**config.mk**
```make
export PLATFORM = sky130hd
export DESIGN_NAME = redirect_sched
export DESIGN_NICKNAME = d
export VERILOG_FILES = /design/src/rtl/redirect_sched.sv
export SDC_FILE = /design/constraint.sdc
export NUM_CORES = 1
export LEC_CHECK = 0
export ABC_AREA = 1
export ABC_CLOCK_PERIOD_IN_PS = 1780
export CORE_MARGIN = 8
export CORE_UTILIZATION = 43
export CTS_BUF_LIST = sky130_fd_sc_hd__clkbuf_8
export CTS_CLUSTER_DIAMETER = 100
export DETAILED_ROUTE_END_ITERATION = 12
export PLACE_DENSITY = 0.83
export SLEW_MARGIN = 25
export SYNTH_ARGS = -nofsm -noshare
export SYNTH_HDL_FRONTEND = slang
export SYNTH_SLANG_ARGS = --single-unit
```
**constraint.sdc**
```tcl
create_clock -name clock -period 1.78 [get_ports clock]
set_clock_uncertainty 0.05 [all_clocks]
set_input_delay 0.178 -clock clock [delete_from_list [all_inputs] [get_ports clock]]
set_output_delay 0.178 -clock clock [all_outputs]
set_load 0.05 [all_outputs]
```
**src/rtl/redirect_sched.sv**
```systemverilog
// redirect_sched: fetch-redirect sequencer.
// This block counts the conditional branches that are still unresolved and
// decides when the PC is redirected. A taken branch always wins over a
// JAL/JALR. A JAL/JALR waits until every older branch has resolved and its
// rs operand is ready. Each redirect produces a one-cycle pc_load, followed
// by a fixed flush window of FLUSH_CYCLES cycles.
module redirect_sched #(
    parameter int FLUSH_CYCLES = 2,
    parameter int MAX_PEND     = 3
) (
    input  logic        clock,
    input  logic        reset,
    input  logic        issue_branch,
    input  logic        issue_jal,
    input  logic [31:0] jal_target,
    input  logic        jal_rs_ready,
    input  logic        br_resolve,
    input  logic        br_taken,
    input  logic [31:0] br_target,
    output logic        pc_load,
    output logic [31:0] pc_target,
    output logic        flush,
    output logic        stall_decode,
    output logic [2:0]  pend_cnt,
    output logic [1:0]  state
);

    typedef enum logic [1:0] {
        RUN      = 2'd0,
        JAL_WAIT = 2'd1,
        FLUSH    = 2'd2
    } state_t;

    localparam logic [2:0] MAX_P      = 3'(MAX_PEND);
    localparam logic [3:0] FLUSH_LAST = 4'(FLUSH_CYCLES - 1);

    state_t      state_reg, state_next;
    logic [2:0]  pend_reg, pend_next;
    logic [3:0]  fcnt_reg, fcnt_next;
    logic        pc_load_reg, pc_load_next;
    logic        flush_reg, flush_next;
    logic [31:0] target_reg, target_next;
    logic        stall_next;
    logic        redirect;
    logic [31:0] redirect_addr;
    logic        taken;
    logic        nt_dec;

    // A taken resolve is always the oldest event. A not-taken resolve only
    // decrements the count when a branch is actually outstanding.
    assign taken  = br_resolve && br_taken;
    assign nt_dec = br_resolve && !br_taken && (pend_reg != 3'd0);

    // Next-state, branch accounting and redirect selection
    always_comb begin
        state_next    = state_reg;
        pend_next     = pend_reg;
        fcnt_next     = fcnt_reg;
        pc_load_next  = 1'b0;
        flush_next    = flush_reg;
        target_next   = target_reg;
        stall_next    = 1'b0;
        redirect      = 1'b0;
        redirect_addr = target_reg;
        case (state_reg)
            RUN: begin
                if (taken) begin
                    // Every branch younger than the taken one is discarded.
                    redirect      = 1'b1;
                    redirect_addr = br_target;
                    pend_next     = 3'd0;
                end else begin
                    if (issue_jal) begin
                        if (pend_reg == 3'd0 && jal_rs_ready) begin
                            redirect      = 1'b1;
                            redirect_addr = jal_target;
                        end else begin
                            state_next = JAL_WAIT;
                            stall_next = 1'b1;
                        end
                    end
                    if (issue_branch) begin
                        // A same-cycle resolve frees the slot the new branch uses.
                        if (nt_dec) begin
                            pend_next = pend_reg;
                        end else if (pend_reg == MAX_P) begin
                            stall_next = 1'b1;
                        end else begin
                            pend_next = pend_reg + 3'd1;
                        end
                    end else if (nt_dec) begin
                        pend_next = pend_reg - 3'd1;
                    end
                end
            end
            JAL_WAIT: begin
                stall_next = 1'b1;
                if (taken) begin
                    // The waiting JAL is younger than the branch, so it is dropped.
                    redirect      = 1'b1;
                    redirect_addr = br_target;
                    pend_next     = 3'd0;
                end else if (pend_reg == 3'd0 && jal_rs_ready) begin
                    redirect      = 1'b1;
                    redirect_addr = jal_target;
                end else if (nt_dec) begin
                    pend_next = pend_reg - 3'd1;
                end
            end
            FLUSH: begin
                if (fcnt_reg == 4'd0) begin
                    flush_next = 1'b0;
                    state_next = RUN;
                end else begin
                    fcnt_next = fcnt_reg - 4'd1;
                end
            end
            default: begin
                state_next = RUN;
            end
        endcase
        if (redirect) begin
            pc_load_next = 1'b1;
            target_next  = redirect_addr;
            flush_next   = 1'b1;
            fcnt_next    = FLUSH_LAST;
            state_next   = FLUSH;
        end
    end

    // State and output registers; reset clears everything immediately
    always_ff @(posedge clock or posedge reset) begin
        if (reset) begin
            state_reg   <= RUN;
            pend_reg    <= 3'd0;
            fcnt_reg    <= 4'd0;
            pc_load_reg <= 1'b0;
            flush_reg   <= 1'b0;
            target_reg  <= 32'd0;
        end else begin
            state_reg   <= state_next;
            pend_reg    <= pend_next;
            fcnt_reg    <= fcnt_next;
            pc_load_reg <= pc_load_next;
            flush_reg   <= flush_next;
            target_reg  <= target_next;
        end
    end

    assign stall_decode = stall_next && !reset;
    assign pc_load      = pc_load_reg;
    assign pc_target    = target_reg;
    assign flush        = flush_reg;
    assign pend_cnt     = pend_reg;
    assign state        = state_reg;

endmodule
```
# Word-level counts from Yosys, hierarchy flattened
# Index checks and enable logic that the tools add are counted.
classes:
  n_addsub: 3
  eq_ne: 13
  n_mux: 38
  n_reduce_logical: 19
op_table:
  columns: ["cell", "count"]
  rows:
  - ["32-bit two-way mux", 4]
  - ["32-bit case mux with 2 select lines", 1]
  - ["3-bit two-way mux", 7]
  - ["3-bit inequality test, second input constant", 6]
  - ["1-bit two-way mux", 14]
  - ["4-bit two-way mux", 3]
  - ["2-bit two-way mux", 5]
  - ["4-bit inequality test, second input constant", 2]
  - ["2-bit case mux with 3 select lines", 1]
  - ["3-bit case mux with 2 select lines", 1]
  - ["2-bit nonzero test", 3]
  - ["1-bit logical AND", 5]
  - ["5-bit AND reduction", 1]
  - ["4-bit logical NOT", 1]
  - ["2-bit inequality test, second input constant", 2]
  - ["1-bit case mux with 2 select lines", 2]
  - ["2-bit AND reduction", 2]
  - ["4-bit AND reduction", 1]
  - ["4-bit by 1-bit subtractor with 4-bit output, second input constant", 1]
  - ["3-bit by 1-bit adder with 3-bit output, second input constant", 1]
  - ["3-bit by 2-bit equality test with 1-bit output, second input constant", 1]
  - ["3-bit logical NOT", 1]
  - ["3-bit AND reduction", 1]
  - ["3-bit nonzero test", 1]
  - ["other kinds (5)", 6]
totals:
  regBits: 43
  input_bits: 71
  output_inout_bits: 40
  elab_cells: 79

# Depth between registers and ports, before layout
logic_depth:
  depth_word: 10
  ltp_mapped: 10
  mapped_depth_nobuf: 10

# Worst setup path after synthesis
# No wires, ideal clock.
synth_path:
  kind: "reg-to-output"
  from: "register pend_reg[0] (netlist: pend_cnt[0])"
  to: "output stall_decode"
  arrival_ns: 2.118
  required_time_ns: 1.552
  setup_slack_ns: -0.566
  path_stages_with_launch: 9
  path_buffers: 0
  path_cell_list: "dfrtp_1 inv_1 ha_1 nand2_1 nand2_1 nand3_1 nand2_1 nand2_1 a21oi_1"
synth_between:
  elab_chain_len: 10
  elab_cells_between_ends: 13
synth_lines:
  columns: ["item", "line", "text"]
  rows:
  - ["start: declaration", "38", "logic [2:0] pend_reg, pend_next;"]
  - ["start signal: assignment", "142", "pend_reg <= pend_next;"]
  - ["3-bit logical NOT", "74", "if (pend_reg == 3'd0 && jal_rs_ready) begin"]
  - ["1-bit logical AND", "74", null]
  - ["1-bit two-way mux", "74", null]
  - ["1-bit two-way mux", "73", "if (issue_jal) begin"]
  - ["1-bit two-way mux", "86", "end else if (pend_reg == MAX_P) begin"]
  - ["1-bit two-way mux", "84", "if (nt_dec) begin"]
  - ["1-bit two-way mux (*)", "82", "if (issue_branch) begin"]
  - ["1-bit two-way mux (*)", "67", "if (taken) begin"]
  - ["1-bit case mux with 2 select lines (*)", "65", "case (state_reg)"]
  - ["1-bit logical AND (*)", "150", "assign stall_decode = stall_next && !reset;"]
  - ["end: declaration", "23", "output logic stall_decode,"]
# Mark *: on every way between the ends. The rest lies on a longest branch, timed or not.

# Final worst setup path
layout_path:
  from: "register pend_reg[2] (netlist: pend_cnt[2])"
  to: "output stall_decode"
# The elaborated chain is that of the path after synthesis.

==> metrics.yaml <==
dr_total_vias: 2528
drc: 0
drive_gt1_frac: 0.1674
period_needed_ns: 1.817
antenna_found_initial: 0
drtIter0Drc: 92
cts_buffer_depth: 2
violations: "negative setup slack"
grt_pass1_vias: 2618
via_per_inst: 4.647
dp_worst_setup_slack_ns: 0.1123
grtUsageTotal: 0.1737
row_count: 27
holdWs_ns: 0.3169
multiInputGateArea_sq_um: 1210
final_nets: 549
start_util: 0.4447
yosysWarnings: 0
hold_viol_final: 0
worstSkewPairLatency_ns: 0.28
rrSetupSlack_ns: 0.12
register_area_sq_um: 1080
largest_register_ffs: 32
htreeDepth: 2
fin_crit_sh: 1.021
drv_slew: 0
peakVddDrop_mv: 0.7689
p_per_area_nw_per_um2: 1669
syn_inst: 352
gr-total-overflow: 0
synth_area_sq_um: 2449
hp-class: "input pin to asynchronous set/reset pin"
start_kind: "register"
die_area_sq_um: 8365
io_buffers: 110
reg2reg_from: "pend_cnt[0]$_DFFE_PP0P_"
maxCapViolCount: 0
io_pins: 111
cts.clk_slew.worst_paths_ns: 0.07
timing.fmax_ghz: 0.5504
setup_viol: 1
tns_ns: -0.03679
worst-setup-path-type: "register to output port"
cp.required_ns: 1.55
wire_per_inst_um: 13.35
grt_max_degree: 44
p_leak_uw: 0.002015
final_cell_mix: "nand2_1 (218), clkdlybuf4s50_1 (86), dfrtp_1 (40)"
syn_avg_cell_area_sq_um: 6.956
final_common_cell: "nand2_1"
synthDistinctLibCells: 21
grt_pass1_wl_um: 12060
setup_ws_ns: -0.03679
die_x_um: 91.46
n_antenna_cell: 0
outcome: "finished, violations left"
critical_path.max_fanout: 5
synthToLayoutAreaGrowth_pct: 53.86
cp.arrival_ns: 1.59
cp-startpoint: "pend_cnt[2]$_DFFE_PP0P_"
drt-pass1-iter-count: 4
drt_wl_total_um: 7263
dieHeight_um: 91.46
worstMarginPinSlew_ns: 0.5207
synth_seq_cells: 43
fillers: 483
critPathCaptureType: "output port"
clkSinkCount: 43
synth_fp_nets: 429
fin_util: 0.6842
ant_nets: 0
cts_root_buffer: "clkbuf_8"
core_area_sq_um: 5507
numCtsBuffers: 5
slew_headroom: 0.6518
synth_seq_area_share: 0.4394
gp_congestion: 0.8937
rsz0062_at_grt: "true"
hpwl_um: 5650
cts_tree: "built"
holdBufCountCts: 0
## cells in the mapped netlist
master	count	area, sq um
nand2_1	223	837.1
dfrtp_1	43	1076
inv_1	18	67.56
nand3_1	12	60.06
nand2_2	11	68.82
nor2_1	10	37.54
buf_6	6	67.56
ha_1	6	75.07
buf_2	4	20.02
buf_4	3	22.52
inv_2	3	11.26
a21oi_1	2	10.01
nor3_1	2	10.01
o21ai_0	2	10.01
buf_8	1	15.01
nand3_2	1	10.01
nand3_4	1	17.52
nand3b_1	1	7.510
o2111a_1	1	11.26
o31ai_1	1	7.510
or2_2	1	6.260
## power breakdown
group / switching (uW) / internal [uW]
clock: 303 / 304
sequential: 302 / 1410
combinational: 2600 / 1370
## cells by family (layout without fill, tap and decap cells)
kind of cell | Yosys count | after routing | synth area share
AO/OA/AOI/OAI | 6 | 6 | 0.01584
flip-flops | 43 | 43 | 0.4394
adder cells (fa/ha/maj) | 6 | 6 | 0.03066
buffers and inverters | 35 | 155 | 0.08328
AND/OR/NAND/NOR | 262 | 262 | 0.4308
## repair_timing
item,in CTS,in global routing
hold endpoints to repair,0,0
setup buffers,5,1
setup endpoints to repair,1,1
resized for setup,8,1
pin swaps,5,3
## cell type report
cell class	count	area share
repair buffers	127	0.3235
multi-input cells	274	0.3212
flip-flops and latches	43	0.2866
well taps	72	0.02391
clock buffers	6	0.02192
inverters	21	0.02159
clock inverters	1	0.001328
## metrics by stage
step                instances  power, uW  area (sq um)
global placement          531       5429          3593
global route              544       6684          3767
finish                    544       6289          3767
CTS                       543       6294          3757
floorplan                 352       4276          2467
detailed placement        531       5513          3593
## critical path: stages (launching register included)
cell and delay [ns]:
dfrtp_2 0.46, inv_4 0.11, ha_1 0.20, nand3_2 0.10
nand2_2 0.07, nand2_2 0.06, a21oi_4 0.17, buf_12 0.15
## worst paths after layout
| kind | to | depth (start not counted) |
|---|---|---|
| min | pc_target[29]$_DFFE_PP0P_ | 3 |
| min reg2reg | pc_target[26]$_DFFE_PP0P_ | 2 |
| max in group asynchronous | pend_cnt[0]$_DFFE_PP0P_ | 3 |
| max | stall_decode | 7 |
| min in group clock | pc_target[26]$_DFFE_PP0P_ | 2 |
| max reg2reg | pend_cnt[1]$_DFFE_PP0P_ | 11 |
## per-layer routing
layer | global-route usage | routed length [um] | vias to the layer above | part of all wire
met2 | 0.3229 | 3804 | 85 | 0.52
met4 | 0.05593 | 142 | 0 | 0.020
met3 | 0.06667 | 600 | 15 | 0.083
met1 | 0.1721 | 2715 | 1132 | 0.37
li1 | - | - | 1296 | -
met5 | 0 | 0 | - | 0
Note: power is estimated with default switching activity, not from simulation.
